**src/rtl/autoconfig_host.sv**
```systemverilog
// Zorro-II style AutoConfig host: probes the config slot, assigns bases from memory/IO pools, shuts up misfits.
// Latency: each bus cycle is 1 addr + 1 strobe + wait (sync'd _DTACK, max TIMEOUT) + 1 end cycle; done pulses one cycle after the run ends.
// Backpressure: bus cycles stall on _DTACK up to TIMEOUT cycles; start is ignored while busy.
module autoconfig_host #(
    parameter int         TIMEOUT    = 32,
    parameter int         MAX_BOARDS = 8,
    parameter logic [7:0] MEM_LO     = 8'h20,
    parameter logic [7:0] MEM_HI     = 8'hA0,
    parameter logic [7:0] IO_LO      = 8'hE9,
    parameter logic [7:0] IO_HI      = 8'hF0
) (
    input  logic        CLK,
    input  logic        _RESET,
    input  logic        start,
    input  logic        _DTACK,
    input  logic [3:0]  D_in,
    output logic [23:1] A,
    output logic        _AS,
    output logic        _UDS,
    output logic        _LDS,
    output logic        R_W,
    output logic [3:0]  D_out,
    output logic        D_oe,
    output logic        busy,
    output logic        done,
    output logic [3:0]  board_cnt,
    output logic [7:0]  last_base,
    output logic        shutup
);

    // Config-space word addresses (A[23:1]) of the er_Type nibbles and the base/shutup registers.
    localparam logic [22:0] ADDR_T0   = 23'h740000;  // $E80000
    localparam logic [22:0] ADDR_T1   = 23'h740001;  // $E80002
    localparam logic [22:0] ADDR_HI   = 23'h740024;  // $E80048
    localparam logic [22:0] ADDR_LO   = 23'h740025;  // $E8004A
    localparam logic [22:0] ADDR_SHUT = 23'h740026;  // $E8004C

    localparam int          TW    = (TIMEOUT < 2) ? 1 : $clog2(TIMEOUT);
    localparam logic [TW-1:0] TLAST = TW'(TIMEOUT - 1);
    localparam logic [7:0]  MAXB  = 8'(MAX_BOARDS);

    typedef enum logic [2:0] {B_IDLE, B_ADDR, B_STRB, B_WAIT, B_END} bus_state_t;
    typedef enum logic [3:0] {IDLE, RD_T0, RD_T1, DECIDE, WR_LO, WR_HI, WR_SHUT, NEXT, FINISH} seq_state_t;

    bus_state_t  bstate;
    seq_state_t  sstate;

    logic          dtack_s1, dtack_s2;
    logic [TW-1:0] wait_cnt;

    // Request/response handshake between sequencer and bus engine.
    logic          bus_req;
    logic          bus_rw;
    logic [22:0]   bus_addr;
    logic [3:0]    bus_wdat;
    logic          bus_done;
    logic          bus_tmo;
    logic [3:0]    bus_rdat;

    logic [7:0]    er_type;
    logic [7:0]    mem_ptr, io_ptr;
    logic [7:0]    cand_q;
    logic [7:0]    handled;

    logic [8:0]    size9, ptr9, hi9, cand9;
    logic          fits;

    assign _LDS = 1'b1;

    // Board size, aligned candidate base and pool fit, all 9 bits wide so nothing wraps.
    always_comb begin
        size9 = (er_type[2:0] == 3'd0) ? 9'd128 : (9'd1 << (er_type[2:0] - 3'd1));
        ptr9  = {1'b0, er_type[5] ? mem_ptr : io_ptr};
        hi9   = {1'b0, er_type[5] ? MEM_HI : IO_HI};
        cand9 = (ptr9 + size9 - 9'd1) & ~(size9 - 9'd1);
        fits  = (cand9 + size9) <= hi9;
    end

    // Two-flop synchroniser for the asynchronous bus acknowledge.
    always_ff @(posedge CLK or negedge _RESET) begin
        if (!_RESET) begin
            dtack_s1 <= 1'b1;
            dtack_s2 <= 1'b1;
        end else begin
            dtack_s1 <= _DTACK;
            dtack_s2 <= dtack_s1;
        end
    end

    // Bus cycle engine: address setup, strobes, bounded wait for acknowledge, strobe release.
    always_ff @(posedge CLK or negedge _RESET) begin
        if (!_RESET) begin
            bstate   <= B_IDLE;
            A        <= '0;
            _AS      <= 1'b1;
            _UDS     <= 1'b1;
            R_W      <= 1'b1;
            D_out    <= 4'h0;
            D_oe     <= 1'b0;
            wait_cnt <= '0;
            bus_done <= 1'b0;
            bus_tmo  <= 1'b0;
            bus_rdat <= 4'h0;
        end else begin
            bus_done <= 1'b0;
            case (bstate)
                B_IDLE: begin
                    if (bus_req) begin
                        A       <= bus_addr;
                        R_W     <= bus_rw;
                        D_out   <= bus_rw ? 4'h0 : bus_wdat;
                        D_oe    <= !bus_rw;
                        bus_tmo <= 1'b0;
                        bstate  <= B_ADDR;
                    end
                end
                B_ADDR: begin
                    _AS    <= 1'b0;
                    _UDS   <= 1'b0;
                    bstate <= B_STRB;
                end
                B_STRB: begin
                    wait_cnt <= '0;
                    bstate   <= B_WAIT;
                end
                B_WAIT: begin
                    if (!dtack_s2) begin
                        if (R_W) bus_rdat <= D_in;
                        _AS    <= 1'b1;
                        _UDS   <= 1'b1;
                        bstate <= B_END;
                    end else if (wait_cnt == TLAST) begin
                        bus_tmo <= 1'b1;
                        _AS     <= 1'b1;
                        _UDS    <= 1'b1;
                        bstate  <= B_END;
                    end else begin
                        wait_cnt <= wait_cnt + 1'b1;
                    end
                end
                B_END: begin
                    R_W      <= 1'b1;
                    D_oe     <= 1'b0;
                    bus_done <= 1'b1;
                    bstate   <= B_IDLE;
                end
                default: bstate <= B_IDLE;
            endcase
        end
    end

    // Run sequencer: read er_Type, place or shut up each board, repeat until the chain is empty or full.
    always_ff @(posedge CLK or negedge _RESET) begin
        if (!_RESET) begin
            sstate    <= IDLE;
            bus_req   <= 1'b0;
            bus_rw    <= 1'b1;
            bus_addr  <= '0;
            bus_wdat  <= 4'h0;
            er_type   <= 8'h00;
            mem_ptr   <= MEM_LO;
            io_ptr    <= IO_LO;
            cand_q    <= 8'h00;
            handled   <= 8'h00;
            busy      <= 1'b0;
            done      <= 1'b0;
            board_cnt <= 4'h0;
            last_base <= 8'h00;
            shutup    <= 1'b0;
        end else begin
            bus_req <= 1'b0;
            done    <= 1'b0;
            case (sstate)
                IDLE: begin
                    if (start) begin
                        mem_ptr   <= MEM_LO;
                        io_ptr    <= IO_LO;
                        handled   <= 8'h00;
                        board_cnt <= 4'h0;
                        last_base <= 8'h00;
                        shutup    <= 1'b0;
                        busy      <= 1'b1;
                        bus_req   <= 1'b1;
                        bus_rw    <= 1'b1;
                        bus_addr  <= ADDR_T0;
                        bus_wdat  <= 4'h0;
                        sstate    <= RD_T0;
                    end
                end
                RD_T0: begin
                    if (bus_done) begin
                        if (bus_tmo) begin
                            sstate <= FINISH;
                        end else begin
                            er_type[7:4] <= bus_rdat;
                            bus_req      <= 1'b1;
                            bus_rw       <= 1'b1;
                            bus_addr     <= ADDR_T1;
                            sstate       <= RD_T1;
                        end
                    end
                end
                RD_T1: begin
                    if (bus_done) begin
                        if (bus_tmo) begin
                            sstate <= FINISH;
                        end else begin
                            er_type[3:0] <= bus_rdat;
                            sstate       <= DECIDE;
                        end
                    end
                end
                DECIDE: begin
                    bus_req <= 1'b1;
                    bus_rw  <= 1'b0;
                    if (er_type[7:6] != 2'b11 || !fits) begin
                        bus_addr <= ADDR_SHUT;
                        bus_wdat <= 4'h0;
                        sstate   <= WR_SHUT;
                    end else begin
                        cand_q   <= cand9[7:0];
                        bus_addr <= ADDR_LO;
                        bus_wdat <= cand9[3:0];
                        sstate   <= WR_LO;
                    end
                end
                WR_LO: begin
                    if (bus_done) begin
                        bus_req  <= 1'b1;
                        bus_rw   <= 1'b0;
                        bus_addr <= ADDR_HI;
                        bus_wdat <= cand_q[7:4];
                        sstate   <= WR_HI;
                    end
                end
                WR_HI: begin
                    if (bus_done) begin
                        if (er_type[5]) mem_ptr <= cand_q + size9[7:0];
                        else            io_ptr  <= cand_q + size9[7:0];
                        last_base <= cand_q;
                        board_cnt <= board_cnt + 4'd1;
                        handled   <= handled + 8'd1;
                        sstate    <= NEXT;
                    end
                end
                WR_SHUT: begin
                    if (bus_done) begin
                        shutup  <= 1'b1;
                        handled <= handled + 8'd1;
                        sstate  <= NEXT;
                    end
                end
                NEXT: begin
                    if (handled < MAXB) begin
                        bus_req  <= 1'b1;
                        bus_rw   <= 1'b1;
                        bus_addr <= ADDR_T0;
                        bus_wdat <= 4'h0;
                        sstate   <= RD_T0;
                    end else begin
                        sstate <= FINISH;
                    end
                end
                FINISH: begin
                    done   <= 1'b1;
                    busy   <= 1'b0;
                    sstate <= IDLE;
                end
                default: sstate <= IDLE;
            endcase
        end
    end

endmodule

```
**config.mk**
```make
export PLATFORM = sky130hd
export DESIGN_NAME = autoconfig_host
export DESIGN_NICKNAME = d
export VERILOG_FILES = /design/src/rtl/autoconfig_host.sv
export SDC_FILE = /design/constraint.sdc
export NUM_CORES = 1
export LEC_CHECK = 0
export CAP_MARGIN = 30
export CORE_UTILIZATION = 58
export DETAILED_ROUTE_END_ITERATION = 6
export PLACE_DENSITY = 0.81
export RECOVER_POWER = 100
export SETUP_SLACK_MARGIN = 0.5
export SKIP_CTS_REPAIR_TIMING = 1
export SLEW_MARGIN = 20
export SYNTH_ARGS = -nofsm -noshare
export SYNTH_HDL_FRONTEND = slang
export SYNTH_SLANG_ARGS = --single-unit
export TNS_END_PERCENT = 10
```
**constraint.sdc**
```tcl
create_clock -name CLK -period 5.35 [get_ports CLK]
set_input_delay 0.8025 -clock CLK [delete_from_list [all_inputs] [get_ports CLK]]
set_output_delay 0.8025 -clock CLK [all_outputs]
set_load 0.02 [all_outputs]
```
Word-level counts from Yosys, hierarchy flattened
Cells that the tools add are included.

word-level totals
  register bits = 133
  logic and storage cells = 187

operators by class
  add/sub/neg operators = 9
  $lt $le $gt $ge = 2
  eq/ne operators = 30
  shift-type cells = 1
  muxes and demuxes = 76
  bitwise gates (word level) = 5
  reduce and logical (&&, ||, !) cells = 36

operator list
  kind                                                 number
  2-to-1 mux 23 bit                                    5
  case mux 23 bit (5 select lines)                     1
  2-to-1 mux 8 bit                                     10
  case mux 8 bit (2 select lines)                      4
  2-to-1 mux 4 bit                                     14
  inequality test 2 bit, second input constant         15
  case mux 4 bit (7 select lines)                      1
  AND reduction 3 bit                                  7
  2-to-1 mux 1 bit                                     20
  subtractor 9 x 1 -> 9 bit, second input constant     2
  equality test 4 x 3 -> 1 bit, second input constant  4
  case mux 4 bit (4 select lines)                      1
  AND reduction 4 bit                                  4
  nonzero test 2 bit                                   8
  case mux 1 bit (2 select lines)                      6
  case mux 3 bit (4 select lines)                      1
  AND reduction 2 bit                                  6
  2-to-1 mux 5 bit                                     2
  case mux 1 bit (5 select lines)                      2
  case mux 5 bit (2 select lines)                      1
  adder 8 x 9 -> 9 bit                                 1
  adder 9 bit                                          1
  bitwise AND 9 bit                                    1
  <= comparator 9 x 8 -> 1 bit                         1
  other kinds (32)                                     41

Longest topological paths before layout
  depth after elaboration = 12
  gate-level depth with buffers = 24
  mapped depth without buffers = 22

Worst setup path after synthesis
Ideal clock, no wire load.

  kind = flip-flop to flip-flop
  start = reg er_type[5]
  end = reg cand_q[3]
  arrival = 4795 ps
  setup slack = 430 ps
  cell stages (with the launch flop) = 22
  cells stage by stage = dfrtp_1 > buf_1 > mux2i_1 > ha_1 > inv_1 > ha_1 > fa_1 > and3b_1 > ha_1 > nor2b_1 > o21a_1 > nor2_1 > xor2_1 > ha_1 > nor3b_1 > o221ai_1 > a2111oi_0 > and3_1 > a311oi_2 > nor3_4 > buf_6 > mux2_4

on the way
  longest elaborated chain between the ends = 10
  elaborated cells on any way between the ends = 11

ends and longest elaborated chain
  what                           line  source
  start, declared                60    logic [7:0] er_type;
  start signal, assigned         195   er_type[7:4] <= bus_rdat;
  2-to-1 mux 8 bit               73    ptr9 = {1'b0, er_type[5] ? mem_ptr : io_ptr};
  adder 8 x 9 -> 9 bit           75    cand9 = (ptr9 + size9 - 9'd1) & ~(size9 - 9'd1);
  subtractor 9 x 1 -> 9 bit      75
  bitwise AND 9 bit              75
  named net cand9[2]             65    logic [8:0] size9, ptr9, hi9, cand9;
  adder 9 bit                    76    fits = (cand9 + size9) <= hi9;
  <= comparator 9 x 8 -> 1 bit   76
  zero test 1 bit                216   if (er_type[7:6] != 2'b11 || !fits) begin
  logical OR 1 bit               216
  NOT 1 bit (no line)            n/a
  AND reduction 2 bit (no line)  n/a
  end signal, assigned           221   cand_q <= cand9[7:0];
  end, declared                  62    logic [7:0] cand_q;

The timed path passes the listed nets, and every way through them passes these cells.
A chain may end at the register's enable or synchronous reset.

Worst setup path after layout
  start = reg er_type[1]
  end = reg cand_q[5]

on the way
  longest elaborated chain between the ends = 12
  elaborated cells on any way between the ends = 15

ends and longest elaborated chain
  what                                                               line  source
  start signal, assigned                                             208   er_type[3:0] <= bus_rdat;
  subtractor 3 x 1 -> 3 bit                                          72    size9 = (er_type[2:0] == 3'd0) ? 9'd128 : (9'd1 << (er_type[2:0] - 3'd1));
  left shift 1 x 3 -> 9 bit                                          72
  2-to-1 mux 9 bit *                                                 72
  adder 8 x 9 -> 9 bit or subtractor 9 x 1 -> 9 bit (tied branches)  75
  subtractor 9 x 1 -> 9 bit or NOT 9 bit (tied branches)             75
  bitwise AND 9 bit *                                                75
  named net cand9[2]                                                 65
  adder 9 bit *                                                      76
  <= comparator 9 x 8 -> 1 bit *                                     76
  zero test 1 bit *                                                  216
  logical OR 1 bit *                                                 216
  NOT 1 bit (no line) *                                              n/a
  AND reduction 2 bit (no line) *                                    n/a

Mark *: on every way through the listed nets, which the timed path passes. The rest lies on a longest branch.

==> flow_summary.toml <==
[run_status]
run_status = "finished with violations"
failed_checks = "max-capacitance violations, max-slew violations"

[placed_design]
post-dp-hpwl_um = 9270
placed_area_um2 = 5990
place_worst_setup_slack_ps = 255
placement.io_buffers = 38
gp_congestion = 0.977
post-place-cells = 717

[logic_synthesis]
synth-edff-count = 0
synthesis.area_per_instance_um2 = 9.85
ys_async_sr_fraction_pct = 100
dominant_combinational_cell_family_by_area_after_synthesis = "simple AND/OR/NAND/NOR gates"
post_synth_xor_area_fraction_pct = 4.58
synth_top_flop_cell = "sky130_fd_sc_hd__dfrtp_1"
synth.mux.area_fraction_pct = 7.94
synth-warning-count = 0
yosysSeqAreaShare_pct = 42.7
ff_latch_count_synth = 94
area_fraction_in_compound_gates_after_synthesis_pct = 14.4
synth.distinct_cells = 66
syn_area_um2 = 5550
biggest_area_contributors_in_the_synthesized_netlist = "sky130_fd_sc_hd__dfrtp_1 37%, sky130_fd_sc_hd__ha_1 6.8%, sky130_fd_sc_hd__dfstp_2 5.2%"
synthCells = 563
post_synth_and_or_nand_nor_area_fraction_pct = 16.2
netlist.top_cell.by_area = "sky130_fd_sc_hd__dfrtp_1"
yosys.area_share.adder_pct = 7.49
synth_common_cells = "83 x sky130_fd_sc_hd__dfrtp_1, 47 x sky130_fd_sc_hd__nand2_1, 46 x sky130_fd_sc_hd__nor2_1"
post-synth-top-area-fraction_pct = 37.4
post-synth-top-count-cell = "sky130_fd_sc_hd__dfrtp_1"

[die]
initial_core_util_pct = 60.0
floorplan.die.width_um = 99.8
vertical_die_dimension_um = 99.8
top_level_ports = 55
core-area_um2 = 9240
fp-row-count = 35
dieArea_um2 = 9960

[setup_path]
critPathLaunchType = "register"
cp_max_fo = 13
critPathKind = "register to register"
crit_required_ps = 5600
endpoint_type_of_the_worst_setup_path = "register"
critical_path_arrival_ps = 5170
reg2reg_slack_ps = 430

[drt]
drt-pass1-iter-count = 4
drc = 0
via_cell_ratio = 5.75
dr_total_vias = 4279
dr.first_iter.drc_count = 229
drt-wirelength-per-cell_um = 17.0
postRouteAntennaNets = 0
routed_wirelength_um = 12600

[hold_path]
hold_path_class = "register to register"

[clock_tree]
clock-sinks = 94
htree_levels = 3
cts_max_path_buffers = 2
clock_tree.root_cell = "sky130_fd_sc_hd__clkbuf_8"
cts_inserted_buffers = 9
tritoncts = "done"
insertion_delay_ps = 360
cts.clk_slew.worst_paths_ps = 100

[grt]
grt_pass1_wl_um = 20000
grt_resource_usage_total_pct = 26.0
antenna_violations_before_repair = 0
grt_pass1_vias = 4001
grt_start_max_net_pins = 53
grt_overflow_total = 0

[pwr]
peak_supply_drop_uv = 456
tot_pwr_uw = 3520
static-leakage-power_uw = 0.00299
power_per_cell_area_nw_per_um2 = 551

[timing]
fin_skew_ps = 12.7
period_needed_ps = 4920
postLayoutSetupSlackWorst_ps = 429
maxClockFrequency_mhz = 203
maxSlewHeadroom_pct = -47.4
finalMaxSlewViolations = 44
unrepaired_setup_endpoints_after_global_routing = "true"
worst-slew-pin-transition_ps = 2210
final.period_utilization_pct = 92.0
timing.final.setup_violations = 0
setup-tns-final_ps = 0
finalHoldViolations = 0

[finish]
fillCellCount = 712
area_delta_synth_final_pct = 15.0
layout.nets = 650
design_area_um2 = 6380
final-seq-area_um2 = 2370
multi_input_comb_area_um2 = 3020
antenna-diode-count = 0
layout-drive-gt1-share_pct = 17.4
post_layout_instance_count_excluding_filler_cells = 744

[run]
timing.max_cap.violations = 1
routing by layer:
metal | part of all wire (%) | vias up | GRT usage (%)
li1 | - | 2044 | -
met1 | 44 | 2103 | 34.9
met2 | 49 | 108 | 43.8
met3 | 4.2 | 24 | 3.13
met4 | 2.4 | 0 | 8.82
met5 | 0 | - | 0
cell type report:
cell class	instances	area share [%]
sequential	94	37.1
multi-input combinational	413	47.3
timing repair buffer	61	8.53
clock inverter	6	0.726
clock buffer	10	2.00
inverter	31	1.82
tap	129	2.53
cell usage in the layout (no fill, tap or decap), drive strengths merged, types with 14 or more instances in the layout:
cell type	instances
a21oi	25
buf	17
clkbuf	17
conb	16
dfrtp	83
dlygate4sd3	33
ha	30
inv	32
mux2	28
nand2	47
nand3	14
nor2	47
nor3	14
o21ai	29
xnor2	14
xor2	15
worst paths after layout:
path	cells after the start	start	to
setup / recovery	20	er_type[1]$_DFFE_PN0P_	cand_q[5]$_DFFE_PN0P_
hold / removal	0	dtack_s1$_DFF_PN1_	dtack_s2$_DFF_PN1_
setup reg to reg	20	er_type[1]$_DFFE_PN0P_	cand_q[5]$_DFFE_PN0P_
hold reg to reg	0	dtack_s1$_DFF_PN1_	dtack_s2$_DFF_PN1_
max in group asynchronous	2	_RESET	er_type[5]$_DFFE_PN0P_
min in group asynchronous	1	_RESET	wait_cnt[4]$_DFFE_PN0P_
registers in the layout, indices dropped and copies added (netlist names), 3 cells and up:
name	cells
D_out	4
bus_rdat	4
mem_ptr	8
cand_q	8
A	4
bus_wdat	4
bus_addr	4
last_base	8
wait_cnt	5
io_ptr	8
sstate	4
bstate	3
board_cnt	4
handled	8
er_type	6
critical path, cell delays in order, from the launching register on:
cell and delay (ps):
sky130_fd_sc_hd__dfrtp_1 420, sky130_fd_sc_hd__clkbuf_1 250, sky130_fd_sc_hd__or3b_1 530, sky130_fd_sc_hd__nand2_2 130, sky130_fd_sc_hd__ha_4 160, sky130_fd_sc_hd__fa_1 400, sky130_fd_sc_hd__and3b_2 250, sky130_fd_sc_hd__ha_4 280
sky130_fd_sc_hd__nor2b_4 140, sky130_fd_sc_hd__o21a_1 200, sky130_fd_sc_hd__nor2_2 70, sky130_fd_sc_hd__xor2_1 160, sky130_fd_sc_hd__ha_1 290, sky130_fd_sc_hd__nor3b_2 180, sky130_fd_sc_hd__o221ai_2 120, sky130_fd_sc_hd__a2111oi_2 220
sky130_fd_sc_hd__and3_2 280, sky130_fd_sc_hd__a311oi_4 50, sky130_fd_sc_hd__nor3_4 180, sky130_fd_sc_hd__buf_6 190, sky130_fd_sc_hd__mux2_4 310
cells by family after synthesis:
family,count (synthesis)
AND/OR/NAND/NOR,180
multiplexers,39
XOR/XNOR,29
AO/OA/AOI/OAI,117
flip-flops,94
other,2
adder cells (fa/ha/maj),32
buffers and inverters,70
stage by stage:
step / hold WS, ps / utilization, %
after floorplan: 345 / -
after global placement: 348 / 64.8
after detailed placement: 348 / 64.8
after CTS: 347 / 66.7
after global routing: 351 / 69.0
final: 350 / 69.0
where the power goes:
part	leakage, uW	switching, uW	internal (uW)
registers	0.00121	195	910
clock network	0.0000829	265	172
logic	0.00169	1140	836
Power figures use the tool's default switching activity.
